==> src/rtl/remote_cmd_sender.sv <==
// Host-side command source: sends a 16-bit command as two UART bytes (high first),
// then waits for a one-byte response or a timeout. Embeds a simple 8N1 UART.

module uart_tx #(
  parameter int BAUD_DIV = 2604
) (
  input  logic       clk,
  input  logic       rst_n,
  input  logic       trmt,
  input  logic [7:0] tx_data,
  output logic       tx,
  output logic       tx_done
);
  localparam int BW = (BAUD_DIV > 1) ? $clog2(BAUD_DIV) : 1;

  logic [9:0]    shft;
  logic [3:0]    bit_cnt;
  logic [BW-1:0] baud_cnt;
  logic          sending;

  // TX is taken straight from a flop so the line never glitches.
  assign tx = shft[0];

  always_ff @(posedge clk or negedge rst_n) begin
    if (!rst_n) begin
      shft     <= '1;
      bit_cnt  <= '0;
      baud_cnt <= '0;
      sending  <= 1'b0;
      tx_done  <= 1'b0;
    end else if (trmt) begin
      shft     <= {1'b1, tx_data, 1'b0};
      bit_cnt  <= '0;
      baud_cnt <= BW'(BAUD_DIV - 1);
      sending  <= 1'b1;
      tx_done  <= 1'b0;
    end else if (sending) begin
      if (baud_cnt == '0) begin
        shft     <= {1'b1, shft[9:1]};
        baud_cnt <= BW'(BAUD_DIV - 1);
        bit_cnt  <= bit_cnt + 4'd1;
        if (bit_cnt == 4'd9) begin
          sending <= 1'b0;
          tx_done <= 1'b1;
        end
      end else begin
        baud_cnt <= baud_cnt - 1'b1;
      end
    end
  end
endmodule

module uart_rx #(
  parameter int BAUD_DIV = 2604
) (
  input  logic       clk,
  input  logic       rst_n,
  input  logic       rx,
  input  logic       clr_rdy,
  output logic [7:0] rx_data,
  output logic       rdy
);
  localparam int BW = (BAUD_DIV > 1) ? $clog2(BAUD_DIV) : 1;

  logic          rx_ff1, rx_s;
  logic [3:0]    bit_cnt;
  logic [BW-1:0] baud_cnt;
  logic          receiving;

  always_ff @(posedge clk or negedge rst_n) begin
    if (!rst_n) begin
      rx_ff1    <= 1'b1;
      rx_s      <= 1'b1;
      bit_cnt   <= '0;
      baud_cnt  <= '0;
      receiving <= 1'b0;
      rx_data   <= '0;
      rdy       <= 1'b0;
    end else begin
      rx_ff1 <= rx;
      rx_s   <= rx_ff1;
      if (!receiving) begin
        if (!rx_s) begin
          // First sample lands mid start bit, later ones mid bit.
          receiving <= 1'b1;
          bit_cnt   <= '0;
          baud_cnt  <= BW'(BAUD_DIV / 2);
          rdy       <= 1'b0;
        end else if (clr_rdy) begin
          rdy <= 1'b0;
        end
      end else if (baud_cnt == '0) begin
        baud_cnt <= BW'(BAUD_DIV - 1);
        bit_cnt  <= bit_cnt + 4'd1;
        if (bit_cnt != 4'd0 && bit_cnt != 4'd9) rx_data <= {rx_s, rx_data[7:1]};
        if (bit_cnt == 4'd9) begin
          receiving <= 1'b0;
          rdy       <= 1'b1;
        end
      end else begin
        baud_cnt <= baud_cnt - 1'b1;
      end
    end
  end
endmodule

module remote_cmd_sender #(
  parameter int TIMEOUT_CYC = 2**22,
  parameter int BAUD_DIV    = 2604
) (
  input  logic        clk,
  input  logic        rst_n,
  input  logic [15:0] cmd,
  input  logic        snd_cmd,
  input  logic        clr_resp_rdy,
  input  logic        RX,
  output logic        TX,
  output logic        busy,
  output logic        cmd_snt,
  output logic [7:0]  resp,
  output logic        resp_rdy,
  output logic        resp_tmo,
  output logic [1:0]  dbg_state
);
  // Handshake: snd_cmd is a request accepted only in a cycle where busy is low;
  // cmd is sampled in that same cycle, and requests while busy are dropped.
  typedef enum logic [1:0] {IDLE, SND_HI, SND_LO, WAIT_RESP} state_t;

  localparam int CW = (TIMEOUT_CYC > 1) ? $clog2(TIMEOUT_CYC) : 1;
  localparam logic [CW-1:0] TMO_LAST = CW'(TIMEOUT_CYC - 1);

  state_t        state, nxt_state;
  logic [15:0]   cmd_lat;
  logic [CW-1:0] tmo_cnt;
  logic          trmt, tx_done, rx_rdy, clr_rx_rdy;
  logic [7:0]    tx_data, rx_data;
  logic          latch_cmd, capture, snt_set, tmo_set, cnt_inc;

  uart_tx #(.BAUD_DIV(BAUD_DIV)) u_tx (
    .clk(clk), .rst_n(rst_n), .trmt(trmt), .tx_data(tx_data), .tx(TX), .tx_done(tx_done)
  );

  uart_rx #(.BAUD_DIV(BAUD_DIV)) u_rx (
    .clk(clk), .rst_n(rst_n), .rx(RX), .clr_rdy(clr_rx_rdy), .rx_data(rx_data), .rdy(rx_rdy)
  );

  always_ff @(posedge clk or negedge rst_n) begin
    if (!rst_n) state <= IDLE;
    else        state <= nxt_state;
  end

  always_comb begin
    nxt_state  = state;
    trmt       = 1'b0;
    tx_data    = cmd_lat[15:8];
    clr_rx_rdy = 1'b0;
    latch_cmd  = 1'b0;
    capture    = 1'b0;
    snt_set    = 1'b0;
    tmo_set    = 1'b0;
    cnt_inc    = 1'b0;
    case (state)
      IDLE: begin
        clr_rx_rdy = rx_rdy;
        if (snd_cmd) begin
          latch_cmd = 1'b1;
          trmt      = 1'b1;
          tx_data   = cmd[15:8];
          nxt_state = SND_HI;
        end
      end
      SND_HI: begin
        clr_rx_rdy = rx_rdy;
        if (tx_done) begin
          trmt      = 1'b1;
          tx_data   = cmd_lat[7:0];
          nxt_state = SND_LO;
        end
      end
      SND_LO: begin
        clr_rx_rdy = rx_rdy;
        if (tx_done) begin
          snt_set   = 1'b1;
          nxt_state = WAIT_RESP;
        end
      end
      WAIT_RESP: begin
        // A response arriving on the last count still wins over the timeout.
        if (rx_rdy) begin
          capture    = 1'b1;
          clr_rx_rdy = 1'b1;
          nxt_state  = IDLE;
        end else if (tmo_cnt == TMO_LAST) begin
          tmo_set   = 1'b1;
          nxt_state = IDLE;
        end else begin
          cnt_inc = 1'b1;
        end
      end
      default: nxt_state = IDLE;
    endcase
  end

  always_ff @(posedge clk or negedge rst_n) begin
    if (!rst_n) begin
      cmd_lat  <= '0;
      tmo_cnt  <= '0;
      cmd_snt  <= 1'b0;
      resp_tmo <= 1'b0;
      resp     <= 8'h00;
      resp_rdy <= 1'b0;
    end else begin
      cmd_snt  <= snt_set;
      resp_tmo <= tmo_set;
      if (latch_cmd) cmd_lat <= cmd;
      if (state != WAIT_RESP) tmo_cnt <= '0;
      else if (cnt_inc)       tmo_cnt <= tmo_cnt + 1'b1;
      if (capture) resp <= rx_data;
      if (capture)                        resp_rdy <= 1'b1;
      else if (latch_cmd || clr_resp_rdy) resp_rdy <= 1'b0;
    end
  end

  assign busy      = (state != IDLE);
  assign dbg_state = state;
endmodule

==> config.mk <==
export PLATFORM = sky130hd
export DESIGN_NAME = remote_cmd_sender
export DESIGN_NICKNAME = d
export VERILOG_FILES = /design/src/rtl/remote_cmd_sender.sv
export SDC_FILE = /design/constraint.sdc
export NUM_CORES = 1
export LEC_CHECK = 0
export ABC_AREA = 1
export ABC_CLOCK_PERIOD_IN_PS = 1800
export BUFFER_PORTS_ARGS = -buffer_cell sky130_fd_sc_hd__buf_2
export CAP_MARGIN = 20
export CORE_ASPECT_RATIO = 1.5
export CORE_MARGIN = 2
export CORE_UTILIZATION = 49
export CTS_CLUSTER_DIAMETER = 60
export CTS_CLUSTER_SIZE = 30
export DETAILED_ROUTE_END_ITERATION = 8
export GPL_ROUTABILITY_DRIVEN = 1
export PLACE_DENSITY = 0.68
export SLEW_MARGIN = 20
export SYNTH_ARGS = -nofsm -noshare
export SYNTH_HDL_FRONTEND = slang
export SYNTH_SLANG_ARGS = --single-unit
==> constraint.sdc <==
create_clock -name clk -period 1.8 [get_ports clk]
set_clock_uncertainty 0.05 [all_clocks]
set_input_delay 0.18 -clock clk [delete_from_list [all_inputs] [get_ports clk]]
set_output_delay 0.18 -clock clk [all_outputs]
set_load 0.02 [all_outputs]
# Word-level counts from Yosys, hierarchy flattened
# Cells that the tools add are included.
dict set report classes {
  n_reduce_logical 19
  mux 59
  n_addsub 5
  n_eq_ne 16
}
# op n
set op_table {}
lappend op_table {{$mux 12} 6}
lappend op_table {{$mux 22} 2}
lappend op_table {{$mux 1} 31}
lappend op_table {{$mux 10} 3}
lappend op_table {{$logic_not 12->1} 2}
lappend op_table {{$mux 4} 6}
lappend op_table {{$sub 12x1->12 const B} 2}
lappend op_table {{$add 22x1->22 const B} 1}
lappend op_table {{$eq 22x22->1 const B} 1}
lappend op_table {{$mux 8} 2}
lappend op_table {{$pmux 8 s2} 1}
lappend op_table {{$reduce_bool 2->1} 6}
lappend op_table {{$mux 2} 5}
lappend op_table {{$ne 2x2->1 const B} 5}
lappend op_table {{$reduce_and 3->1} 3}
lappend op_table {{$add 4x1->4 const B} 2}
lappend op_table {{$eq 4x4->1 const B} 2}
lappend op_table {{$pmux 2 s4} 1}
lappend op_table {{$eq 2x2->1 const B} 2}
lappend op_table {{$ne 2x1->1 const B} 2}
lappend op_table {{$ne 4x4->1 const B} 1}
lappend op_table {{$pmux 1 s2} 2}
lappend op_table {{$reduce_and 2->1} 2}
lappend op_table {{$reduce_and 4->1} 1}
lappend op_table {{8 further kinds} 8}
dict set report totals {
  register_bits 107
}

# Longest topological paths before layout
# Gate-level depths: netlist of the first run.
dict set report depth {
  word_depth 6
  ltp_mapped 12
  depth_no_buf 11
}

# Hierarchy
# From an unflattened synthesis of the first run, not the netlist that was laid out.
dict set report hier_totals {
  hier_cells 719
  hier_area_um2 5839.4
}
# module cells_per_inst seq_area_each_um2 n_inst area_per_inst_um2
set by_module_without_submodules {}
lappend by_module_without_submodules {remote_cmd_sender 358 1276.2 1 2792.7}
lappend by_module_without_submodules {uart_rx 187 703.2 1 1529.0}
lappend by_module_without_submodules {uart_tx 174 686.9 1 1517.7}

# Worst setup path before layout of the first run
# Ideal clock, no wire load.
dict set report synth_path {
  path_type {flip-flop to flip-flop}
  startpoint {reg state[0] (netlist: dbg_state[0])}
  endpoint {reg u_tx.baud_cnt[1]}
  period_less_slack_ns 1.910
  arrival_time_ns 1.729
  required_time_ns 1.619
  stages_incl_launch_ff 11
  setup_time_ns 0.131
  slack_ns -0.110
  cell_sequence {dfrtp_1 -> inv_1 -> ha_1 -> buf_2 -> nand2_1 -> nand2_2 -> nor2_4 -> inv_2 -> nand2_4 -> buf_4 -> o211ai_1}
}
dict set report synth_via {
  elab_chain_cells 3
}
# item line_no
set synth_lines {}
lappend synth_lines {{start: declaration} 132} ;# state_t state, nxt_state;
lappend synth_lines {{start signal: assignment} 149} ;# else state <= nxt_state;
lappend synth_lines {{$eq 2x1->1 / $logic_not 2->1 (equally long branches)} 162} ;# case (state)
lappend synth_lines {{$pmux 1 s2 (*)} 162}
lappend synth_lines {{$mux 12 / $reduce_bool 2->1 (equally long branches)} --}
lappend synth_lines {{end signal: assignment} 34} ;# baud_cnt <= BW'(BAUD_DIV - 1);
lappend synth_lines {{end signal: assignment} 40} ;# baud_cnt <= BW'(BAUD_DIV - 1);
lappend synth_lines {{end signal: assignment} 47} ;# baud_cnt <= baud_cnt - 1'b1;
lappend synth_lines {{end: declaration} 18} ;# logic [BW-1:0] baud_cnt;
# Every way passes the cells marked *; elsewhere a longest branch is shown, timed or not.
# A chain may end at the register's enable or synchronous reset.

# Worst setup path in the final report of the first run
dict set report layout_path {
  startpoint {reg state[0] (netlist: dbg_state[0])}
  endpoint {out busy}
}
dict set report layout_via {
  elab_chain_cells 1
}
# item line_no
set layout_lines {}
lappend layout_lines {{$reduce_bool 2->1} 224} ;# assign busy = (state != IDLE);
lappend layout_lines {{end: declaration} 118} ;# output logic busy,
# Every way passes these cells.

==> results.toml, run 1 <==
[outcome]
status = "completed"

[synth]
syn_avg_cell_area_um2 = 7.81
synth-edff-count = 0
synth_ff_type = "dfrtp_1"
ys_warn_count = 0
synth-seq-cells = 106
netlist_area_um2 = 5780
syn-num-nets = 776
synth_cell_types = 37
ys_seq_area_share_pct = 46.1
synthCells = 740
async_reset_ff_share_pct = 100

[clock_tree]
cts-htree-levels = 3
clock_path_buffers = 2
clk_latency_ns = 0.34
clockRootBuffer = "clkbuf_16"
cts_made_buffers = 9
cts_tree = "done"
clk_pin_slew_ns = 0.07
cts_sinks = 106

[floorplan]
core_area_um2 = 11500
ios = 36
die-area_um2 = 12700
row_count = 48
initial_core_util_pct = 50.1
die_w_um = 92.7
chipHeight_um = 137

[finish]
n_antenna_cell = 0
drive_above_1_share_pct = 16.4
fin_cells = 961
nNetsFinal = 842
syn_to_final_growth_pct = 16.2

[power_and_ir_drop]
intPower_mw = 4.82
seqPwrFrac_pct = 43.2
p_comb_share_pct = 30.0
ir_worst_vdd_v = 0.000880
p_switching_mw = 2.48
swShare_pct = 34.0
clkPwrFrac_pct = 26.8
power_density_nw_per_um2 = 1090
leakagePower_nw = 3.20

[critical_path]
worstSetupStartpointType = "register"
path_cells = "inv_2 -> ha_2 -> buf_4 -> inv_1 -> buf_2"
worstSetupEndpointType = "output port"
crit_slowest_cell = "dfrtp_2"
rr_worst_depth = 9
crit_path_max_incr_delay_ns = 0.44
worstPathArrival_ns = 1.47
critPathKind = "reg -> out"
path_buf_inv = 4
r2r_start = "dbg_state[0]$_DFFE_PN0P_"
required_ns = 1.57
critical_path.top_delay_family = "buffers and inverters"
timing.reg2reg.setup_slack_ns = 0.1
cp_max_fo = 8
r2r_end = "u_tx.baud_cnt[4]$_DFFE_PN0P_"

[min_path]
hold_end = "cmd_lat[14]$_DFFE_PN0P_"
hold_path.startpoint = "cmd[14]"
hold-path-cell-count = 3
hold_class = "in -> reg"

[grt]
grt_max_degree = 57
antenna_found_initial = 0
grt_pass1_wl_um = 21100
overflow = 0
grt_pass1_vias = 4752
grt_use_total_pct = 20.7

[routing]
route.detailed.wl_per_inst_um = 12.9
dr.pass1.iters = 4
ant_nets = 0
vias = 4890
avgViaCountPerCell = 5.09
drc = 0
routed_wl_um = 12400
first_iter_violations = 270

[placement]
dp_slack_ns = 0.0426
portBuffers = 35
dp.cells = 929
place_congestion = 0.893
place_hpwl_um = 8820

[sta]
hold_viol = 0
period_needed_ns = 1.70
fin_ws_ns = 0.0956
setup_viol = 0
period_share_pct = 94.7
drv_slew = 0
relSlewSlack_pct = 76.1
max_freq_mhz = 587
tightest_slew_ns = 0.354

[flow_run]
cap_violations = 0
per-stage QoR:
step           TNS [ns]  power [mW]  area, µm²  hold WS (ns)  utilization (%)
4_1_cts               0        7.29       6630      0.000766             57.5
3_5_place_dp          0        5.29       6210         0.158             53.9
5_1_grt          -0.114        7.82       6710       0.00624             58.2
6_report              0        7.31       6710       0.00620             58.2
3_3_place_gp          0        5.22       6210         0.155             53.9
2_1_floorplan         0        4.72       5790        -0.166                -
registers in the layout (all words and copies together), names as in the netlist:
register        cells
cmd_lat            16
resp_rdy            1
cmd_snt             1
u_rx.bit_cnt        4
u_rx.rx_ff1         1
u_tx.shft           9
resp                8
u_rx.rdy            1
u_tx.tx_done        1
u_rx.rx_s           1
u_tx.bit_cnt        4
u_tx.sending        1
tmo_cnt            22
dbg_state           2
u_rx.receiving      1
u_rx.rx_data        8
u_rx.baud_cnt      12
u_tx.baud_cnt      12
resp_tmo            1
power groups by stage:
stage,Combinational (mW),Clock [mW],Sequential (mW)
2_1_floorplan,1.56,0,3.16
3_3_place_gp,2.04,0,3.17
3_5_place_dp,2.11,0,3.19
4_1_cts,2.14,2.01,3.15
5_1_grt,2.52,2.09,3.21
6_report,2.19,1.96,3.16
worst max path at each step:
stage | depth (start not counted) | from | slack (ns) | to
final | 5 | dbg_state[0]$_DFFE_PN0P_ | 0.1 | busy
after global routing | 9 | u_tx.baud_cnt[0]$_DFFE_PN0P_ | -0.05 | u_tx.bit_cnt[0]$_DFFE_PN0P_
after CTS | 11 | dbg_state[1]$_DFFE_PN0P_ | 0.04 | u_tx.baud_cnt[9]$_DFFE_PN0P_
after detailed placement | 11 | dbg_state[1]$_DFFE_PN0P_ | 0.04 | u_tx.baud_cnt[9]$_DFFE_PN0P_
after global placement | 9 | u_rx.baud_cnt[0]$_DFFE_PN0P_ | 0.11 | u_rx.rx_data[0]$_DFFE_PN0P_
after floorplan | 12 | dbg_state[1]$_DFFE_PN0P_ | 0.02 | u_tx.baud_cnt[11]$_DFFE_PN0P_
synthesized netlist by cell type (2+ instances only):
cell | number | area share [%]
o21ai_0 | 66 | 5.7
inv_2 | 5 | 0.32
dfstp_2 | 11 | 5.0
buf_2 | 8 | 0.69
o21ai_2 | 2 | 0.30
o22ai_1 | 10 | 1.1
nand4_1 | 10 | 1.1
o21ai_1 | 4 | 0.35
xnor2_1 | 4 | 0.61
xor2_1 | 22 | 3.3
nor2_2 | 5 | 0.54
nand2_1 | 232 | 15
dfrtp_1 | 95 | 41
nor2_4 | 6 | 1.2
inv_1 | 76 | 4.9
nand2_2 | 7 | 0.76
nand3_1 | 36 | 3.1
nor3_1 | 4 | 0.35
nand3b_1 | 2 | 0.26
buf_6 | 5 | 0.97
nand2_4 | 3 | 0.58
ha_1 | 15 | 3.2
or2_2 | 4 | 0.43
buf_4 | 2 | 0.26
clkbuf_1 | 3 | 0.19
nand3_2 | 2 | 0.35
a21oi_1 | 8 | 0.69
o211ai_1 | 10 | 1.3
nor2_1 | 74 | 4.8
a31oi_1 | 2 | 0.22
worst min-delay path, delay by kind of cell:
kind | cells | cell delay [ns]
buf+inv | 1 | 0.09
compound gates | 1 | 0.05
simple gates | 1 | 0.04
layout make-up:
type                       instances  area (µm²)
sequential                       106        2670
clock buffer                      14         254
tap                              150         188
clock inverter                     2        38.8
timing repair buffer              75         549
inverter                          81         309
multi-input combinational        533        2700
fill                            1049        4820
cells by family after synthesis:
family                   after synthesis  synth area share, %
adder cells (fa/ha/maj)               15                 3.25
buffers and inverters                101                 7.69
AO/OA/AOI/OAI                        105                 10.1
XOR/XNOR                              26                 3.94
flip-flops                           106                 46.1
AND/OR/NAND/NOR                      387                 28.9
what timing repair did:
item	CTS	global route
hold buffers	12	0
resized for setup	0	14
endpoints found under the setup margin	0	32
hold endpoints to repair	106	0
buffers inserted	0	4
layout by cell type, fill, tap and decap left out, types with 11 or more instances in the layout:
| cell | synthesis | routed |
|---|---|---|
| nand2_1 | 232 | 229 |
| dfrtp_1 | 95 | 93 |
| inv_1 | 76 | 73 |
| nor2_1 | 74 | 73 |
| o21ai_0 | 66 | 65 |
| nand3_1 | 36 | 35 |
| buf_2 | 8 | 34 |
| buf_4 | 2 | 25 |
| xor2_1 | 22 | 22 |
| ha_1 | 15 | 14 |
| dlygate4sd3_1 | 0 | 12 |
| dfstp_2 | 11 | 11 |
per-layer routing:
metal	vias to the layer above	track usage (%)	wire (µm)
li1	2475	-	-
met3	28	3.96	381
met4	0	9.31	354
met2	76	35.4	6260
met1	2311	25.2	5390
met5	-	0	0
Power figures use the tool's default switching activity.
==> run 2, diff against run 1 <==
- ABC_CLOCK_PERIOD_IN_PS: 1800 -> 1770
- PLACE_DENSITY: 0.68 -> 0.66
- clock period: 1.8 -> 1.77 ns (I/O delays scaled with it)
==> run 2 against run 1 <==
  * Total power up 5.1%
  * Worst setup slack worse by 0.044 ns
  * Sequential power up 2%
  * Cell count up 0.42%
  * First-iteration DRC count down 14%
  * Utilization up 0.67 points
  * Via count up 0.27%
  * Hold slack better by 0.0022 ns
  * Critical path depth unchanged
  * Cell area up 1.2%
  * Flip-flop and latch count unchanged
  * Non-clock buffer count up 3
==> results.toml, run 2 (synthesis results as in run 1) <==
[finish]
nNetsFinal = 846
final_common_cell = "nand2_1"
syn_to_final_growth_pct = 17.5
layout_common_cells = "226 x nand2_1, 93 x dfrtp_1, 73 x nor2_1"
drive_above_1_share_pct = 17.4
reg_top3 = "tmo_cnt (22), cmd_lat (16)"
num-fill-cells = 1040
fin_cells = 965
largest_reg_flops = 22
n_antenna_cell = 0
final_util_pct = 58.9
regMostFlops = "tmo_cnt"

[min_path]
hold_class = "in -> reg"

[routing]
ant_nets = 0
vias = 4903
dr.pass1.iters = 4
avgViaCountPerCell = 5.08
drc = 0
route.detailed.wl_per_inst_um = 13.4
first_iter_violations = 232
routed_wl_um = 12900

[flow_run]
cap_violations = 0

[floorplan]
row_count = 48
die-area_um2 = 12700
core_area_um2 = 11500
chipHeight_um = 137
ios = 36
initial_core_util_pct = 50.1
die_w_um = 92.7

[grt]
grt_max_degree = 48
antenna_found_initial = 0
grt_pass1_wl_um = 21500
grt_pass1_vias = 4813
overflow = 0
grt_use_total_pct = 21.3

[critical_path]
crit_path_start = "dbg_state[0]$_DFFE_PN0P_"
worstSetupStartpointType = "register"
worstSetupEndpointType = "output port"
r2r_end = "tmo_cnt[3]$_DFFE_PN0P_"
rr_worst_depth = 10
r2r_start = "tmo_cnt[1]$_DFFE_PN0P_"
required_ns = 1.54
worstPathArrival_ns = 1.49
timing.reg2reg.setup_slack_ns = 0.11
cp_max_fo = 8
crit_end = "busy"
critPathKind = "reg -> out"

[power_and_ir_drop]
leakagePower_nw = 3.23
p_switching_mw = 2.61
ir_worst_vdd_v = 0.000818
swShare_pct = 34.0
power_density_nw_per_um2 = 1130
clkPwrFrac_pct = 28.4
intPower_mw = 5.06
p_total_mw = 7.68
seqPwrFrac_pct = 41.8
p_comb_share_pct = 29.7

[placement]
place_hpwl_um = 9200
dp.cells = 930
portBuffers = 35
place_congestion = 0.896

[sta]
hold_viol = 0
relSlewSlack_pct = 69.0
period_needed_ns = 1.72
tightest_slew_ns = 0.464
finalSetupTns_ns = 0
setup_viol = 0
period_share_pct = 97.1
drv_slew = 0
max_freq_mhz = 582
holdWs_ns = 0.00842

[clock_tree]
clock_path_buffers = 2
clockRootBuffer = "clkbuf_16"
clk_latency_ns = 0.35
clk_pin_slew_ns = 0.07
cts_made_buffers = 9
cts-htree-levels = 3
cts_tree = "done"
cts_sinks = 106

[outcome]
status = "completed"
-- run 2: what timing repair did --
| action | 4_1_cts | 5_1_grt |
|---|---|---|
| cloned | 0 | 1 |
| endpoints found under the hold margin | 44 | 0 |
| resized for setup | 1 | 18 |
| endpoints found under the setup margin | 1 | 43 |
| buffers inserted | 0 | 4 |
| pin swaps | 0 | 7 |
| hold buffers | 14 | 0 |
-- run 2: worst max-delay path, cell delays in order, from the launching register on --
cell     delay [ns]
dfrtp_2        0.45
inv_2          0.09
ha_2           0.19
buf_4          0.17
inv_1          0.09
buf_2          0.16
-- run 2: how the worst min path moves through the flow --
stage	from	to	depth (start not counted)
2_1_floorplan	rst_n	cmd_lat[0]$_DFFE_PN0P_	0
3_3_place_gp	rst_n	u_rx.baud_cnt[10]$_DFFE_PN0P_	1
3_5_place_dp	rst_n	u_rx.baud_cnt[10]$_DFFE_PN0P_	1
4_1_cts	cmd[10]	cmd_lat[10]$_DFFE_PN0P_	3
5_1_grt	cmd[14]	cmd_lat[14]$_DFFE_PN0P_	3
6_report	cmd[14]	cmd_lat[14]$_DFFE_PN0P_	3
-- run 2: cell type report --
type                       instances  area [µm²]  share of cell area [%]
multi-input combinational        533        2720                    40.0
tap                              150         188                    2.76
timing repair buffer              78         577                    8.50
clock buffer                      12         246                    3.63
sequential                       106        2670                    39.3
clock inverter                     4        73.8                    1.09
timing repair inverter             1        5.00                  0.0737
inverter                          81         312                    4.59
-- run 2: per-stage QoR --
step	setup WS, ns	instance area (µm²)
floorplan	-0.00204	5790
global placement	0.0698	6230
detailed placement	0.0119	6230
CTS	0.0283	6700
global route	-0.0180	6790
finish	0.0518	6790
-- run 2: power groups by stage --
stage	clock network, mW	logic (mW)	registers [mW]
global placement	0	2.12	3.23
finish	2.18	2.28	3.21
global route	2.33	2.59	3.26
CTS	2.22	2.24	3.21
detailed placement	0	2.19	3.25
floorplan	0	1.59	3.22
-- run 2: layer usage --
layer / share of wire (%) / vias up / global-route usage [%]
met5: 0 / - / 0
met4: 1.8 / 0 / 8.74
met3: 2.4 / 17 / 2.92
met2: 53 / 61 / 39.0
met1: 43 / 2336 / 25.1
li1: - / 2489 / -
